File: config.mk
export PLATFORM = sky130hd
export DESIGN_NAME = rv32_uart_peripheral
export DESIGN_NICKNAME = d
export VERILOG_FILES = /design/src/rtl/rv32_uart_peripheral.sv
export SDC_FILE = /design/constraint.sdc
export NUM_CORES = 1
export LEC_CHECK = 0
export CAP_MARGIN = 40
export CORE_ASPECT_RATIO = 0.5
export CORE_MARGIN = 2
export CORE_UTILIZATION = 60
export CTS_CLUSTER_SIZE = 20
export DETAILED_ROUTE_END_ITERATION = 8
export GPL_TIMING_DRIVEN = 0
export PLACE_DENSITY = 0.84
export RECOVER_POWER = 50
export SLEW_MARGIN = 30
export SYNTH_ARGS = -nofsm -noshare
export SYNTH_HDL_FRONTEND = slang
export SYNTH_SLANG_ARGS = --single-unit
File: constraint.sdc
create_clock -name clk_i -period 3.73 [get_ports clk_i]
set_input_delay 0.746 -clock clk_i [delete_from_list [all_inputs] [get_ports clk_i]]
set_output_delay 0.746 -clock clk_i [all_outputs]
set_load 0.005 [all_outputs]
File: src/rtl/rv32_uart_peripheral.sv
// Memory-mapped UART at 0x2000_0000-0x2000_001F: TXDATA, RXDATA, STATUS, BAUD_DIV, byte FIFOs, 8N1 framing.
// Define RV32_UART_PARITY_EN to insert an even parity bit in both directions (STATUS[7] parity_err).
module rv32_uart_peripheral #(
    parameter int          FIFO_DEPTH  = 16,
    parameter logic [15:0] DEFAULT_DIV = 16'd868
) (
    input  logic        clk_i,
    input  logic        rst_n_i,
    input  logic [3:0]  mem_we_i,
    input  logic [31:0] mem_addr_i,
    input  logic [31:0] mem_data_i,
    output logic [31:0] mem_data_o,
    input  logic        uart_rx_i,
    output logic        uart_tx_o
);
    localparam int AW = $clog2(FIFO_DEPTH);
`ifdef RV32_UART_PARITY_EN
    localparam logic PAR_EN = 1'b1;
`else
    localparam logic PAR_EN = 1'b0;
`endif

    typedef enum logic [2:0] {S_IDLE, S_START, S_DATA, S_PARITY, S_STOP, S_WAIT} state_t;

    logic        hit, we_any, stat_wr;
    logic [2:0]  sel;
    logic [15:0] baud_q, per, half;
    logic [31:0] rd_data, mem_data_q;
    logic        unused_bits;

    assign hit     = mem_addr_i[31:5] == 27'h100_0000;
    assign sel     = mem_addr_i[4:2];
    assign we_any  = |mem_we_i;
    assign stat_wr = hit && sel == 3'd2 && mem_we_i[0];
    assign per     = (baud_q < 16'd2) ? 16'd2 : baud_q;
    assign half    = per >> 1;
    assign unused_bits = ^{mem_data_i[31:16], mem_addr_i[1:0]};

    logic [7:0]  tx_mem [FIFO_DEPTH];
    logic [7:0]  rx_mem [FIFO_DEPTH];
    logic [AW:0] tx_wp_q, tx_rp_q, rx_wp_q, rx_rp_q;
    logic        tx_empty, tx_full, tx_push, tx_pop;
    logic        rx_empty, rx_full, rx_push, rx_pop;
    logic [7:0]  tx_head, rx_head;

    // Full when the wrap bits differ but the indices match.
    assign tx_empty = tx_wp_q == tx_rp_q;
    assign tx_full  = (tx_wp_q[AW] != tx_rp_q[AW]) && (tx_wp_q[AW-1:0] == tx_rp_q[AW-1:0]);
    assign rx_empty = rx_wp_q == rx_rp_q;
    assign rx_full  = (rx_wp_q[AW] != rx_rp_q[AW]) && (rx_wp_q[AW-1:0] == rx_rp_q[AW-1:0]);
    assign tx_head  = tx_mem[tx_rp_q[AW-1:0]];
    assign rx_head  = rx_mem[rx_rp_q[AW-1:0]];

    state_t      tx_state_q, rx_state_q;
    logic [15:0] tx_cnt_q, rx_cnt_q;
    logic [2:0]  tx_bit_q, rx_bit_q;
    logic [7:0]  tx_sh_q, rx_sh_q;
    logic        tx_q, tx_par_q, rx_par_bad_q;
    logic        rx_s1_q, rx_s2_q, rx_prev_q;
    logic        overrun_q, frame_err_q, parity_err_q;
    logic        stop_ok, stop_bad;

    assign tx_push  = hit && sel == 3'd0 && mem_we_i[0] && !tx_full;
    assign tx_pop   = !tx_empty && (tx_state_q == S_IDLE || (tx_state_q == S_STOP && tx_cnt_q == 16'd0));
    assign stop_ok  = rx_state_q == S_STOP && rx_cnt_q == 16'd0 && rx_s2_q;
    assign stop_bad = rx_state_q == S_STOP && rx_cnt_q == 16'd0 && !rx_s2_q;
    assign rx_push  = stop_ok && !rx_full;
    assign rx_pop   = hit && sel == 3'd1 && we_any && !rx_empty;
    assign uart_tx_o  = tx_q;
    assign mem_data_o = mem_data_q;

    always_ff @(posedge clk_i) begin
        if (tx_push) tx_mem[tx_wp_q[AW-1:0]] <= mem_data_i[7:0];
        if (rx_push) rx_mem[rx_wp_q[AW-1:0]] <= rx_sh_q;
    end

    always_comb begin
        rd_data = 32'd0;
        if (hit) begin
            case (sel)
                3'd1:    rd_data = {!rx_empty, 23'd0, rx_head};
                3'd2:    rd_data = {24'd0, parity_err_q, tx_state_q != S_IDLE, frame_err_q, overrun_q,
                                    rx_full, rx_empty, tx_empty, tx_full};
                3'd3:    rd_data = {16'd0, baud_q};
                default: rd_data = 32'd0;
            endcase
        end
    end

    always_ff @(posedge clk_i or negedge rst_n_i) begin
        if (!rst_n_i) begin
            tx_wp_q <= '0; tx_rp_q <= '0; rx_wp_q <= '0; rx_rp_q <= '0;
            baud_q <= DEFAULT_DIV;
            mem_data_q <= 32'd0;
            overrun_q <= 1'b0; frame_err_q <= 1'b0; parity_err_q <= 1'b0;
        end else begin
            if (tx_push) tx_wp_q <= tx_wp_q + 1'b1;
            if (tx_pop)  tx_rp_q <= tx_rp_q + 1'b1;
            if (rx_push) rx_wp_q <= rx_wp_q + 1'b1;
            if (rx_pop)  rx_rp_q <= rx_rp_q + 1'b1;
            if (hit && sel == 3'd3 && mem_we_i[0]) baud_q[7:0]  <= mem_data_i[7:0];
            if (hit && sel == 3'd3 && mem_we_i[1]) baud_q[15:8] <= mem_data_i[15:8];
            mem_data_q <= rd_data;
            // A set in the same cycle as a clear wins.
            overrun_q    <= (stop_ok && rx_full) || (overrun_q && !(stat_wr && mem_data_i[4]));
            frame_err_q  <= stop_bad || (frame_err_q && !(stat_wr && mem_data_i[5]));
            parity_err_q <= PAR_EN && ((stop_ok && rx_par_bad_q) || (parity_err_q && !(stat_wr && mem_data_i[7])));
        end
    end

    // Bit counters load at each bit boundary, so a BAUD_DIV change only affects the next bit.
    always_ff @(posedge clk_i or negedge rst_n_i) begin
        if (!rst_n_i) begin
            tx_state_q <= S_IDLE; tx_q <= 1'b1; tx_cnt_q <= 16'd0;
            tx_bit_q <= 3'd0; tx_sh_q <= 8'd0; tx_par_q <= 1'b0;
        end else begin
            case (tx_state_q)
                S_IDLE, S_STOP: begin
                    if (tx_state_q == S_STOP && tx_cnt_q != 16'd0) begin
                        tx_cnt_q <= tx_cnt_q - 16'd1;
                    end else if (tx_pop) begin
                        tx_state_q <= S_START; tx_q <= 1'b0; tx_cnt_q <= per - 16'd1;
                        tx_sh_q <= tx_head; tx_par_q <= ^tx_head;
                    end else begin
                        tx_state_q <= S_IDLE; tx_q <= 1'b1;
                    end
                end
                S_START: begin
                    if (tx_cnt_q == 16'd0) begin
                        tx_state_q <= S_DATA; tx_q <= tx_sh_q[0]; tx_cnt_q <= per - 16'd1; tx_bit_q <= 3'd0;
                    end else tx_cnt_q <= tx_cnt_q - 16'd1;
                end
                S_DATA: begin
                    if (tx_cnt_q == 16'd0) begin
                        tx_cnt_q <= per - 16'd1;
                        if (tx_bit_q == 3'd7) begin
                            tx_state_q <= PAR_EN ? S_PARITY : S_STOP;
                            tx_q <= PAR_EN ? tx_par_q : 1'b1;
                        end else begin
                            tx_sh_q <= {1'b0, tx_sh_q[7:1]}; tx_q <= tx_sh_q[1]; tx_bit_q <= tx_bit_q + 3'd1;
                        end
                    end else tx_cnt_q <= tx_cnt_q - 16'd1;
                end
                S_PARITY: begin
                    if (tx_cnt_q == 16'd0) begin
                        tx_state_q <= S_STOP; tx_q <= 1'b1; tx_cnt_q <= per - 16'd1;
                    end else tx_cnt_q <= tx_cnt_q - 16'd1;
                end
                default: begin
                    tx_state_q <= S_IDLE; tx_q <= 1'b1;
                end
            endcase
        end
    end

    always_ff @(posedge clk_i or negedge rst_n_i) begin
        if (!rst_n_i) begin
            rx_s1_q <= 1'b1; rx_s2_q <= 1'b1; rx_prev_q <= 1'b1;
            rx_state_q <= S_IDLE; rx_cnt_q <= 16'd0; rx_bit_q <= 3'd0;
            rx_sh_q <= 8'd0; rx_par_bad_q <= 1'b0;
        end else begin
            rx_s1_q <= uart_rx_i; rx_s2_q <= rx_s1_q; rx_prev_q <= rx_s2_q;
            case (rx_state_q)
                S_IDLE: begin
                    if (rx_prev_q && !rx_s2_q) begin
                        rx_state_q <= S_START; rx_cnt_q <= half - 16'd1; rx_par_bad_q <= 1'b0;
                    end
                end
                S_START: begin
                    if (rx_cnt_q == 16'd0) begin
                        rx_state_q <= rx_s2_q ? S_IDLE : S_DATA;
                        rx_cnt_q <= per - 16'd1; rx_bit_q <= 3'd0;
                    end else rx_cnt_q <= rx_cnt_q - 16'd1;
                end
                S_DATA: begin
                    if (rx_cnt_q == 16'd0) begin
                        rx_sh_q <= {rx_s2_q, rx_sh_q[7:1]}; rx_cnt_q <= per - 16'd1;
                        rx_bit_q <= rx_bit_q + 3'd1;
                        if (rx_bit_q == 3'd7) rx_state_q <= PAR_EN ? S_PARITY : S_STOP;
                    end else rx_cnt_q <= rx_cnt_q - 16'd1;
                end
                S_PARITY: begin
                    if (rx_cnt_q == 16'd0) begin
                        rx_par_bad_q <= rx_s2_q ^ (^rx_sh_q); rx_state_q <= S_STOP; rx_cnt_q <= per - 16'd1;
                    end else rx_cnt_q <= rx_cnt_q - 16'd1;
                end
                S_STOP: begin
                    if (rx_cnt_q == 16'd0) rx_state_q <= rx_s2_q ? S_IDLE : S_WAIT;
                    else rx_cnt_q <= rx_cnt_q - 16'd1;
                end
                default: begin
                    if (rx_s2_q) rx_state_q <= S_IDLE;
                end
            endcase
        end
    end
endmodule

==> metrics <==
outcome finished, violations left; failing checks capacitance limit, slew limit; share of layout cells above drive strength 1 18.7%; WP data required 4.18 ns; #FFs+latches synth 375; DRT antenna net count 0; drt via density 6.30; # IOs 104; Die H 122 um; Longest Clk Path Bufs 3; R2R Setup Slk 0.28 ns; yosys warns 0; vias in the first global route 10600; Port Buffers 70; final-stage net count 1396; Post-CTS Resized 0; gpl congestion 0.893; CTS tree done; Min-Delay Endpoint rx_s2_q; Hold Path Stages 0; root buffer cell clkbuf_16; period utilization 92.6%; Reg clk slew, reported paths 0.07 ns; GRT Total Usage 27.8%; MaxCap Viol Count 1; die width 241 um; # hold bufs at CTS 0; EDFF count, synth 256; Fillers 1814; Pleak 0.00703 uW; area grow syn2layout 14.4%; WP data arrival 3.90 ns; Async SR Flop Fraction 31.7%; fin crit period 3.45 ns; Initial Util 60.9%; final wirelength 39800 um; Pre-Repair DR Iteration Count 5; full die area 0.0295 mm2; largest net degree at the start of global routing 65; Min-Delay Path Class register to register; Pwr Total 9690 uW; core area 0.0277 mm2; VDD IR max 0.000376 V; initial antenna violation count 1; critical path capture point type register; fmax 290 MHz; WL per Instance 23.3 um; fin cells 1711; clk_skew 0.0206 ns; GRT Residual Overflow 0; PwrDens 503 mW/mm2; clk_lat worst skew 0.57 ns; Yosys cell types 79; crit path max fanout 10; Post-Synthesis Cells 1172; Reg2Reg Launch Point baud_q[3]; Rel. slew slack -87.2%; fin. max-slew vios 56; initial DRC count 1136; Post-Syn Area 0.0168 mm2; row cnt 43; DR DRC count 0; Sum Neg Setup Slack 0 ns; Placed Cells 1642; postcts setup bufs 0; RR Endpoint rx_cnt_q[15]; part of the Yosys area used for sequential elements 63.4%; first-pass GRT wire length 61500 um; Sinks on Clock Net 375; final hold violation count 0; Critical Path Source Type register; total number of H-tree levels 1; RSZ-0062 raised after global routing no; # setup viols final 0; kind of critical path register to register; syn avg cell area 14.4 um2; R2R cell count 12; post-detail-place hpwl 27100 um; CTS buffer count 31; via count 10800; min-delay src rx_s1_q; ys flop type edfxtp_1; Worst-Margin Slew 2.81 ns
-- critical path: stages, from the launching register on --
cell and delay (ns):
dfrtp_1 0.37, clkbuf_1 0.25, nor3_2 0.40, nand3_1 0.31
nor2_1 0.22, nor2_1 0.10, ha_1 0.27, nand3b_1 0.23
or3_4 0.18, nor2_2 0.04, xnor2_1 0.49, mux2i_1 0.14
a221o_1 0.34
-- report_power, final --
part | total (uW) | leakage (uW) | switching (uW) | internal (uW)
sequential | 4750 | 0.00388 | 156 | 4590
combinational | 1670 | 0.00266 | 1030 | 635
clock | 3270 | 0.000485 | 1470 | 1800
total | 9690 | 0.00703 | 2660 | 7020
-- synthesized netlist by cell type (all sizes together), types with 5 or more instances --
master / number / area (um2)
nor2: 74 / 283
o21ai: 68 / 344
mux4: 73 / 1640
nor3: 37 / 211
and2: 12 / 75.1
nand2: 85 / 324
a31oi: 8 / 50.1
o22ai: 18 / 113
clkbuf: 31 / 116
a21oi: 45 / 229
a211oi: 9 / 67.6
ha: 20 / 250
inv: 24 / 90.1
nor2b: 5 / 31.3
edfxtp: 256 / 7690
buf: 40 / 239
or2: 5 / 31.3
xor2: 17 / 149
xnor2: 35 / 307
or4: 7 / 60.1
mux2: 29 / 327
dfrtp: 110 / 2750
and3: 5 / 31.3
a22o: 10 / 87.6
or3: 11 / 73.8
nor4: 22 / 178
nand3: 16 / 90.1
nand2b: 12 / 75.1
a22oi: 6 / 45.0
mux2i: 18 / 180
dfstp: 9 / 236
nand4: 10 / 62.6
-- registers in the layout (all words and copies together) (netlist names), 5 cells and up --
name	cells
baud_q	16
mem_data_o	17
rx_cnt_q	16
rx_mem	128
rx_rp_q	5
rx_sh_q	8
rx_wp_q	5
tx_cnt_q	16
tx_mem	128
tx_rp_q	5
tx_sh_q	8
tx_wp_q	5
-- cells by family after synthesis --
family | after synthesis | synth area share [%]
buffers and inverters | 95 | 2.65
other | 1 | 0.0223
AND/OR/NAND/NOR | 311 | 9.67
AO/OA/AOI/OAI | 198 | 7.30
multiplexers | 120 | 12.8
flip-flops | 375 | 63.4
XOR/XNOR | 52 | 2.70
adder cells (fa/ha/maj) | 20 | 1.49
-- through the flow --
stage / setup WS, ns / instance area, um2 / hold slack (ns) / util (%)
floorplan: 0.792 / 16900 / 0.345 / -
global placement: -2.67 / 18100 / 0.347 / 65.3
detailed placement: -0.140 / 18200 / 0.352 / 65.7
CTS: 0.208 / 19200 / 0.115 / 69.3
global route: 0.0150 / 19300 / 0.368 / 69.7
finish: 0.278 / 19300 / 0.366 / 69.7
-- routing by layer --
metal | GRT usage, % | wire length, um
met5 | 0 | 0
met4 | 8.41 | 1180
met3 | 3.96 | 2640
met2 | 47.1 | 19900
met1 | 38.1 | 16100
-- placed cells by master (no fill, tap or decap), types with 10 or more instances in the layout --
| cell type | netlist | routed |
|---|---|---|
| nand2_1 | 83 | 83 |
| nand4_1 | 10 | 10 |
| nor3_2 | 3 | 11 |
| nor4_1 | 17 | 17 |
| xor2_1 | 17 | 17 |
| inv_1 | 24 | 24 |
| buf_2 | 17 | 17 |
| xnor2_1 | 35 | 35 |
| edfxtp_1 | 256 | 256 |
| clkbuf_1 | 31 | 37 |
| mux4_2 | 73 | 73 |
| o21ai_0 | 64 | 64 |
| a22o_1 | 10 | 10 |
| mux2_2 | 29 | 29 |
| clkdlybuf4s50_1 | 0 | 55 |
| mux2i_1 | 18 | 18 |
| nor2_1 | 72 | 72 |
| o22ai_1 | 18 | 18 |
| dfrtp_1 | 110 | 110 |
| conb_1 | 1 | 15 |
| and2_1 | 12 | 12 |
| clkbuf_16 | 0 | 31 |
| ha_1 | 20 | 20 |
| or3_1 | 10 | 10 |
| nor3_1 | 33 | 25 |
| a21oi_1 | 44 | 44 |
| nand2b_1 | 12 | 12 |
| buf_4 | 16 | 22 |
| dlygate4sd3_1 | 0 | 14 |
| nand3_1 | 14 | 14 |
-- worst max-delay path by stage --
stage                  startpoint             end  slack, ns
floorplan           mem_addr_i[8]    tx_mem[3][0]       0.79
global placement          rst_n_i  mem_data_o[12]      -2.67
detailed placement  mem_addr_i[4]    tx_mem[8][4]      -0.14
CTS                     baud_q[3]    tx_cnt_q[14]       0.21
global route            baud_q[3]    rx_cnt_q[15]       0.01
finish                  baud_q[3]    rx_cnt_q[15]       0.28
-- cell type report --
type | count | area [um2] | share of cell area [%]
tap | 382 | 478 | 2.48
clock inverter | 16 | 168 | 0.870
clock buffer | 40 | 840 | 4.36
sequential | 375 | 10700 | 55.4
timing repair buffer | 86 | 841 | 4.36
antenna | 1 | 2.50 | 0.0130
inverter | 24 | 90.1 | 0.467
buffer | 71 | 355 | 1.84
multi-input combinational | 716 | 5820 | 30.2
Note: power is estimated with default switching activity, not from simulation.
